--- src/rtl/mips_pkg.sv ---
// Shared fetch-stage types and defaults.
// Imported by instr_fetch, its interface and pc_next_calc.
package mips_pkg;

  localparam int          DEF_WL       = 32;
  localparam logic [31:0] DEF_RESET_PC = 32'h0000_0000;
  localparam int          INSTR_BYTES  = 4;

  typedef enum logic {
    FETCH,
    HOLD
  } fetch_state_t;

endpackage

--- src/rtl/instr_fetch_if.sv ---
// Fetch-stage bundle: imem req/ack bus, decode valid/ready
// and the redirect fields fed back from decode.
interface instr_fetch_if
  import mips_pkg::*;
#(
  parameter int WL = DEF_WL
);

  logic          imem_req;
  logic [WL-1:0] imem_addr;
  logic          imem_ack;
  logic [WL-1:0] imem_rdata;

  logic [WL-1:0] Instr;
  logic [WL-1:0] Instr_pc;
  logic          Instr_valid;
  logic          Instr_ready;

  logic          branch_taken;
  logic [15:0]   Imm;
  logic          jump_en;
  logic [25:0]   jumpt;
  logic          jr_en;
  logic [WL-1:0] jr_addr;

  modport master (
    output imem_req, imem_addr,
    output Instr, Instr_pc, Instr_valid,
    input  imem_ack, imem_rdata, Instr_ready,
    input  branch_taken, Imm, jump_en,
    input  jumpt, jr_en, jr_addr
  );

  modport slave (
    input  imem_req, imem_addr,
    input  Instr, Instr_pc, Instr_valid,
    output imem_ack, imem_rdata, Instr_ready,
    output branch_taken, Imm, jump_en,
    output jumpt, jr_en, jr_addr
  );

endinterface

--- src/rtl/pc_next_calc.sv ---
// Combinational next-PC selection for the fetch stage.
// Priority: jr > jump > branch > sequential.
module pc_next_calc
  import mips_pkg::*;
#(
  parameter int WL = DEF_WL
) (
  input  logic [WL-1:0] Instr_pc,
  input  logic [15:0]   Imm,
  input  logic [25:0]   jumpt,
  input  logic [WL-1:0] jr_addr,
  input  logic          branch_taken,
  input  logic          jump_en,
  input  logic          jr_en,
  output logic [WL-1:0] next_pc,
  output logic [WL-1:0] seq_pc
);

  logic [WL-1:0] br_off;

  assign seq_pc = Instr_pc + WL'(INSTR_BYTES);
  // sign-extend then word-scale
  assign br_off = {{(WL-18){Imm[15]}}, Imm, 2'b00};

  always_comb begin
    next_pc = seq_pc;
    priority case (1'b1)
      jr_en:
        next_pc = jr_addr & ~WL'(3);
      jump_en:
        next_pc = {seq_pc[WL-1:WL-4], jumpt, 2'b00};
      branch_taken:
        next_pc = seq_pc + br_off;
      default:
        next_pc = seq_pc;
    endcase
  end

endmodule

--- src/rtl/instr_fetch.sv ---
// Fetch stage: owns PC, fetches over imem req/ack, hands Instr to decode.
// Optional BRANCH_DELAY_SLOT_EN delivers one delay slot after a redirect.
module instr_fetch
  import mips_pkg::*;
#(
  parameter int            WL       = DEF_WL,
  parameter logic [WL-1:0] RESET_PC = DEF_RESET_PC
) (
  input  logic            clk,
  input  logic            rst,
  instr_fetch_if.master   f
);

  fetch_state_t  state;
  logic [WL-1:0] pc;
  logic [WL-1:0] next_pc;
  logic [WL-1:0] seq_pc;
  logic [WL-1:0] fetch_pc;
  logic          redirect;
  logic          fire;

  assign fire     = f.Instr_valid & f.Instr_ready;
  assign redirect = f.jr_en | f.jump_en | f.branch_taken;

  pc_next_calc #(.WL(WL)) u_calc (
    .Instr_pc     (f.Instr_pc),
    .Imm          (f.Imm),
    .jumpt        (f.jumpt),
    .jr_addr      (f.jr_addr),
    .branch_taken (f.branch_taken),
    .jump_en      (f.jump_en),
    .jr_en        (f.jr_en),
    .next_pc      (next_pc),
    .seq_pc       (seq_pc)
  );

`ifdef BRANCH_DELAY_SLOT_EN
  logic          pending;
  logic [WL-1:0] pending_target;

  // delay slot first; a pending target beats any new redirect
  assign fetch_pc = pending ? pending_target : seq_pc;

  always_ff @(posedge clk) begin
    if (rst) begin
      pending        <= 1'b0;
      pending_target <= '0;
    end else if (fire) begin
      if (pending) begin
        pending <= 1'b0;
      end else if (redirect) begin
        pending        <= 1'b1;
        pending_target <= next_pc;
      end
    end
  end
`else
  assign fetch_pc = redirect ? next_pc : seq_pc;
`endif

  always_ff @(posedge clk) begin
    if (rst) begin
      state         <= FETCH;
      pc            <= RESET_PC;
      f.imem_req    <= 1'b0;
      f.imem_addr   <= '0;
      f.Instr       <= '0;
      f.Instr_pc    <= '0;
      f.Instr_valid <= 1'b0;
    end else begin
      unique case (state)
        FETCH: begin
          if (!f.imem_req) begin
            f.imem_req  <= 1'b1;
            f.imem_addr <= pc;
          end else if (f.imem_ack) begin
            f.imem_req    <= 1'b0;
            f.Instr       <= f.imem_rdata;
            f.Instr_pc    <= pc;
            f.Instr_valid <= 1'b1;
            state         <= HOLD;
          end
        end
        HOLD: begin
          // issue the next request on the consume edge
          if (fire) begin
            f.Instr_valid <= 1'b0;
            pc            <= fetch_pc;
            f.imem_req    <= 1'b1;
            f.imem_addr   <= fetch_pc;
            state         <= FETCH;
          end
        end
        default: state <= FETCH;
      endcase
    end
  end

endmodule
--- src/flat_wrapper.sv ---
// flat-port wrapper written by rule: the top's interface ports become plain ports
module instr_fetch_flat import mips_pkg::*;
#(
  parameter int            WL       = DEF_WL,
  parameter logic [WL-1:0] RESET_PC = DEF_RESET_PC
)
  (clk, rst, f_imem_req, f_imem_addr, f_Instr, f_Instr_pc, f_Instr_valid, f_imem_ack, f_imem_rdata, f_Instr_ready, f_branch_taken, f_Imm, f_jump_en, f_jumpt, f_jr_en, f_jr_addr);
  instr_fetch_if #(.WL(WL)) f_i ();
  input  logic clk;
  input  logic rst;
  output wire logic [$bits(f_i.imem_req)-1:0] f_imem_req;
  output wire logic [$bits(f_i.imem_addr)-1:0] f_imem_addr;
  output wire logic [$bits(f_i.Instr)-1:0] f_Instr;
  output wire logic [$bits(f_i.Instr_pc)-1:0] f_Instr_pc;
  output wire logic [$bits(f_i.Instr_valid)-1:0] f_Instr_valid;
  input wire logic [$bits(f_i.imem_ack)-1:0] f_imem_ack;
  input wire logic [$bits(f_i.imem_rdata)-1:0] f_imem_rdata;
  input wire logic [$bits(f_i.Instr_ready)-1:0] f_Instr_ready;
  input wire logic [$bits(f_i.branch_taken)-1:0] f_branch_taken;
  input wire logic [$bits(f_i.Imm)-1:0] f_Imm;
  input wire logic [$bits(f_i.jump_en)-1:0] f_jump_en;
  input wire logic [$bits(f_i.jumpt)-1:0] f_jumpt;
  input wire logic [$bits(f_i.jr_en)-1:0] f_jr_en;
  input wire logic [$bits(f_i.jr_addr)-1:0] f_jr_addr;
  assign f_imem_req = f_i.imem_req;
  assign f_imem_addr = f_i.imem_addr;
  assign f_Instr = f_i.Instr;
  assign f_Instr_pc = f_i.Instr_pc;
  assign f_Instr_valid = f_i.Instr_valid;
  assign f_i.imem_ack = f_imem_ack;
  assign f_i.imem_rdata = f_imem_rdata;
  assign f_i.Instr_ready = f_Instr_ready;
  assign f_i.branch_taken = f_branch_taken;
  assign f_i.Imm = f_Imm;
  assign f_i.jump_en = f_jump_en;
  assign f_i.jumpt = f_jumpt;
  assign f_i.jr_en = f_jr_en;
  assign f_i.jr_addr = f_jr_addr;
  instr_fetch #(.WL(WL), .RESET_PC(RESET_PC)) u_core (.clk(clk), .rst(rst), .f(f_i));
endmodule
--- config.mk ---
export PLATFORM = sky130hd
export DESIGN_NAME = instr_fetch_flat
export DESIGN_NICKNAME = d
export VERILOG_FILES = /design/src/rtl/mips_pkg.sv /design/src/rtl/instr_fetch_if.sv /design/src/rtl/pc_next_calc.sv /design/src/rtl/instr_fetch.sv /design/src/flat_wrapper.sv
export SDC_FILE = /design/constraint.sdc
export NUM_CORES = 1
export LEC_CHECK = 0
export CORE_UTILIZATION = 46
export DETAILED_ROUTE_END_ITERATION = 8
export GPL_TIMING_DRIVEN = 0
export PLACE_DENSITY = 0.78
export SETUP_SLACK_MARGIN = 0.15
export SYNTH_ARGS = -nofsm -noshare
export SYNTH_HDL_FRONTEND = slang
export SYNTH_HIERARCHICAL = 1
export SYNTH_SLANG_ARGS = --single-unit
--- constraint.sdc ---
create_clock -name clk -period 4.35 [get_ports clk]
set_clock_uncertainty 0.15 [all_clocks]
set_input_delay 0.87 -clock clk [delete_from_list [all_inputs] [get_ports clk]]
set_output_delay 0.87 -clock clk [all_outputs]
set_load 0.02 [all_outputs]
; ---- After elaboration in Yosys (flattened, before gate mapping)
; Cells that the tools add are included.
; W data, S select, Z words.
[totals]
rom_bits = 0
register_bits = 131
mem_bits_rw = 0
latchBits = 0
out_inout_bits = 98
memories = 0
[op_classes]
shift = 0
eq_ne = 4
mux = 19
addsub = 2
multipliers = 0
bitwise_logic = 4
n_lt_le_gt_ge = 0
n_reduce_logical = 4
n_div = 0
[op_table]
columns = cell, count
row1 = $mux W32, 6
row2 = $pmux W32 S2, 1
row3 = $add A32 B3 Y32 const B, 1
row4 = $add A32 B32 Y32, 1
row5 = $mux W1, 9
row6 = $ne A2 B2 Y1 const B, 3
row7 = $pmux W1 S2, 3
row8 = $reduce_and A3 Y1, 2
row9 = $reduce_and A2 Y1, 2
row10 = $ne A2 B1 Y1 const B, 1
row11 = $or A1 B1 Y1, 2
row12 = $and A1 B1 Y1, 1
row13 = $not A1 Y1, 1

; ---- Longest topological paths before layout
; Gate-level depths: netlist of the first run.
[depth]
ltp_word = 8
ltp_mapped = 18
ltp_nobuf = 18

; ---- Cells and area by module
; Netlist of the first run, hierarchy kept.
[modules_own_cells]
columns = module, cells_per_inst, seq_area_each_um2, area_per_inst_um2, n_inst
row1 = instr_fetch, 626, 2622.5, 5651.7, 1
row2 = pc_next_calc, 444, 0.0, 3047.9, 1

; ---- Worst setup path after synthesis of the first run
; No wires, ideal clock.
[synth_timing]
path_kind = register to register
startpoint = register u_core.f.Instr_pc[2]
endpoint = register u_core.pc[27]
path_slack_ns = -0.048
arrival_ns = 4.157
period_less_slack_ns = 4.398
path_stages_with_launch = 17
path_cell_list = dfxtp_1 -> ha_1 -> and4_1 -> nand4_1 -> or2_2 -> inv_1 -> nand3_1 -> xnor2_1 -> ha_1 -> and4_2 -> a221o_1 -> a2111oi_4 -> o21ai_2 -> a311o_1 -> a31oi_1 -> o31ai_2 -> a311oi_1
[synth_between]
elab_chain_cells = 6
[synth_lines]
columns = element, line
row1 = "start, declared", instr_fetch_if.sv:28  ; output Instr, Instr_pc, Instr_valid,
row2 = "start signal, assigned", instr_fetch.sv:79  ; f.Instr_pc <= pc;
row3 = $add A32 B3 Y32, pc_next_calc.sv:21  ; assign seq_pc = Instr_pc + WL'(INSTR_BYTES);
row4 = via u_core.seq_pc[24], instr_fetch.sv:17  ; logic [WL-1:0] seq_pc;
row5 = $add A32 B32 Y32, pc_next_calc.sv:33  ; next_pc = seq_pc + br_off;
row6 = $mux W32 (3 in a row), pc_next_calc.sv:27  ; priority case (1'b1)
row7 = via u_core.next_pc[27], instr_fetch.sv:16  ; logic [WL-1:0] next_pc;
row8 = $mux W32, instr_fetch.sv:58  ; assign fetch_pc = redirect ? next_pc : seq_pc;
row9 = "end signal, assigned", instr_fetch.sv:88  ; pc <= fetch_pc;
row10 = "end, declared", instr_fetch.sv:15  ; logic [WL-1:0] pc;
; The timed path passes the listed nets, and every way through them passes these cells.
; A chain may end at the register's enable or synchronous reset.

; ---- Final worst setup path of the first run
; Ends and elaborated chain as after synthesis.

==> results of run 1 <==
==> report_power, final <==
group | internal, mW | total [mW] | switching (mW)
sequential | 1.24 | 1.26 | 0.0262
clock | 0.947 | 1.47 | 0.525
combinational | 0.311 | 0.691 | 0.380
total | 2.49 | 3.43 | 0.932
==> cells in the final DEF (no fill, tap or decap), types with 13 or more instances in the layout <==
| master | instances |
|---|---|
| sky130_fd_sc_hd__a21oi_1 | 102 |
| sky130_fd_sc_hd__a311oi_1 | 31 |
| sky130_fd_sc_hd__a32o_1 | 32 |
| sky130_fd_sc_hd__buf_2 | 16 |
| sky130_fd_sc_hd__buf_4 | 37 |
| sky130_fd_sc_hd__clkbuf_1 | 36 |
| sky130_fd_sc_hd__clkbuf_16 | 17 |
| sky130_fd_sc_hd__clkdlybuf4s50_1 | 206 |
| sky130_fd_sc_hd__dfxtp_1 | 117 |
| sky130_fd_sc_hd__ha_1 | 27 |
| sky130_fd_sc_hd__inv_1 | 13 |
| sky130_fd_sc_hd__nand2_1 | 183 |
| sky130_fd_sc_hd__nand3_1 | 43 |
| sky130_fd_sc_hd__nor2_1 | 70 |
| sky130_fd_sc_hd__o21ai_0 | 26 |
| sky130_fd_sc_hd__o31ai_2 | 32 |
| sky130_fd_sc_hd__or2_2 | 32 |
| sky130_fd_sc_hd__or4b_1 | 27 |
| sky130_fd_sc_hd__xnor2_1 | 14 |
| sky130_fd_sc_hd__xor2_1 | 14 |
==> per-stage QoR <==
stage	power, mW	instances	cell area, um^2	util [%]
6_report	3.43	1573	12500	68.2
5_1_grt	3.55	1573	12500	68.2
4_1_cts	3.41	1555	12100	66.3
3_5_place_dp	1.94	1506	11100	60.6
3_3_place_gp	1.93	1506	11100	60.6
2_1_floorplan	1.65	1070	8710	-
==> final timing paths <==
path | cells past startpoint | from | endpoint | slack, ns
worst min register to register | 2 | u_core/f.Instr[19] | u_core/f.Instr[19] | 0.30
worst max-delay path | 17 | u_core/f.Instr_pc[2] | u_core/pc[27] | 0.05
worst max register to register | 17 | u_core/f.Instr_pc[2] | u_core/pc[27] | 0.05
worst min-delay path | 2 | u_core/f.Instr[19] | u_core/f.Instr[19] | 0.30
==> metal layers <==
layer  track usage, %  vias to the layer above  wire length, um
met5                0                        -                0
met4             16.9                        0             1580
met3             5.02                      108             2570
met2             50.3                      543            14500
met1             39.9                     4549            12700
li1                 -                     4476                -
==> cell type report <==
| class | instances | area, um^2 |
|---|---|---|
| buffer | 82 | 454 |
| fill | 1442 | 5810 |
| clock buffer | 20 | 467 |
| tap | 229 | 287 |
| sequential | 131 | 2660 |
| timing repair buffer | 242 | 2350 |
| clock inverter | 12 | 155 |
| inverter | 15 | 58.8 |
| multi-input combinational | 842 | 6030 |
==> what timing repair did <==
action / CTS / global route
pin swaps: 21 / 39
setup endpoints to repair: 26 / 23
gates resized for setup: 61 / 39
buffers inserted: 17 / 18
==> critical path, stage by stage (launching register included) <==
cell and delay [ns]:
sky130_fd_sc_hd__dfxtp_4 0.38, sky130_fd_sc_hd__buf_6 0.12, sky130_fd_sc_hd__and2_4 0.15, sky130_fd_sc_hd__nand3b_1 0.15
sky130_fd_sc_hd__buf_6 0.19, sky130_fd_sc_hd__xnor2_2 0.16, sky130_fd_sc_hd__ha_1 0.42, sky130_fd_sc_hd__and4_1 0.28
sky130_fd_sc_hd__nand4_1 0.10, sky130_fd_sc_hd__nand3b_1 0.27, sky130_fd_sc_hd__a31oi_4 0.32, sky130_fd_sc_hd__a2111oi_4 0.11
sky130_fd_sc_hd__buf_4 0.16, sky130_fd_sc_hd__or3_1 0.30, sky130_fd_sc_hd__a311o_1 0.32, sky130_fd_sc_hd__a31oi_1 0.21
sky130_fd_sc_hd__o31ai_2 0.13, sky130_fd_sc_hd__a311oi_1 0.29
==> logic make-up after synthesis <==
kind of cell    after synthesis  synth area share (%)
buf+inv                      97                  5.87
compound gates              320                  28.0
simple gates                428                  24.6
flops                       131                  30.1
xor+xnor                     46                  4.72
mux                          11                  1.28
fa+ha+maj                    37                  5.41
==> flip-flops by register name (all words and copies together), names as in the netlist <==
signal,count
u_core/f.Instr,32
u_core/f.Instr_pc,32
u_core/f.Instr_valid,1
u_core/f.imem_addr,32
u_core/f.imem_req,1
u_core/pc,32
u_core/state,1
==> run_results.csv, run 1 <==
group,metric,value,unit
yosys,mappedNetlistArea,8700,um^2
sta,fin_setup_tns,0,ns
sta,achievable-frequency,0.232,GHz
yosys,mappedNetlistNets,1220,
floorplan,ioPinCount,211,
power,power.static_leakage,4.62,nW
worst_hold_path,tightest_hold_check_type,"flop to flop",
global_routing,grt_pass1_vias,8922,
final_layout,design.final.nets,1481,
global_routing,grt_use_total,31.2,%
detailed_routing,detail_route.vias_per_cell,6.15,
sta,slew-limit-headroom,51.5,%
yosys,synth-warning-count,6,
yosys,synth-seq-cells,131,
detailed_routing,route.detailed.wl_per_inst,19.9,um
yosys,synth_top_cell_area_share,30.1,%
global_routing,grt-ovfl-total,0,
floorplan,design.core.area,18300,um^2
clock_tree,path_clk_slew,0.06,ns
yosys,syn_area_per_cell,8.13,um^2
clock_tree,htreeDepth,4,
final_layout,antenna-diode-count,0,
flow_run,max-cap-violations,0,
clock_tree,clk_root_buffer_cell,"sky130_fd_sc_hd__clkbuf_16",
floorplan,floorplan.rows,49,
floorplan,dieArea,19500,um^2
clock_tree,cts_made_buffers,17,
clock_tree,tritoncts,"done",
critical_path,critical_path_peak_fanout,7,
yosys,syn-instance-count,1070,
yosys,netlist.top_cell.by_area,"sky130_fd_sc_hd__dfxtp_1",
yosys,synth_commonest_cells,"183 x sky130_fd_sc_hd__nand2_1, 131 x sky130_fd_sc_hd__dfxtp_1, 104 x sky130_fd_sc_hd__a21oi_1",
clock_tree,clock-sinks,131,
yosys,count_leader_synth,"sky130_fd_sc_hd__nand2_1",
sta,finalCritPeriodShare,98.9,%
clock_tree,hold_buffers,0,
global_routing,first_pass_grt_wire_length,47700,um
yosys,ys_types,73,
yosys,async_reset_ff_share,0,%
global_routing,initial_antenna_violation_count,0,
detailed_routing,antenna_violating_nets_post_route,0,
power,vdd_drop_max,0.320,mV
critical_path,cp.arrival,4.47,ns
critical_path,setup.worst_path.end_class,"flop",
yosys,synth-edff-count,0,
sta,timing.final.setup_violations,0,
sta,min_period,4.30,ns
clock_tree,clkLatencyLatePin,0.41,ns
final_layout,ratio_of_cells_with_drive_above_1_in_the_final_layout,19.3,%
detailed_routing,routed_wl,31400,um
yosys,dominantRegCellSynth,"sky130_fd_sc_hd__dfxtp_1",
sta,fin_hold_ws,0.301,ns
placed_design,gp_congestion,0.968,
sta,final_max_slew_viol_count,0,
global_routing,grt_max_degree,24,
detailed_routing,first_iter_violations,813,
sta,grt_setup_unrepaired,"yes",
critical_path,critical_path_class,"flop to flop",
detailed_routing,dr.pass1.iters,5,
placed_design,dp_hpwl,22700,um
placed_design,placement.io_buffers,207,
placed_design,dp_slack,-0.578,ns
power,pwr_density_cell,275,nW/um^2
sta,postLayoutSetupSlackWorst,0.0473,ns
sta,hold_viol_final,0,
final_layout,area.growth.synth_to_final,43.2,%
yosys,post_synth_main_area_contributors,"sky130_fd_sc_hd__dfxtp_1 30%, sky130_fd_sc_hd__nand2_1 7.9%, sky130_fd_sc_hd__a21oi_1 6.0%",
sta,worst-slew-pin-transition,0.728,ns
critical_path,startpoint_type,"flop",
detailed_routing,post-route-drc-count,0,
detailed_routing,dr_total_vias,9676,
floorplan,die_h,140,um
yosys,synth_sequential_area_ratio,30.1,%
clock_tree,cts-root-to-sink-buffers,2,
floorplan,die_width,140,um
outcome,status,"finished clean",
floorplan,starting_density,47.6,%
critical_path,worstPathRequired,4.51,ns
(Power assumes the default switching activity.)
==> run 2, diff against run 1 <==
--- a/config.mk
+++ b/config.mk
@@ -5,6 +5,7 @@
 export SDC_FILE = /design/constraint.sdc
 export NUM_CORES = 1
 export LEC_CHECK = 0
+export CORE_MARGIN = 1
 export CORE_UTILIZATION = 46
 export DETAILED_ROUTE_END_ITERATION = 8
 export GPL_TIMING_DRIVEN = 0
==> results of run 2 <==
Final layout, timing and power as in run 1 (identical DEF).
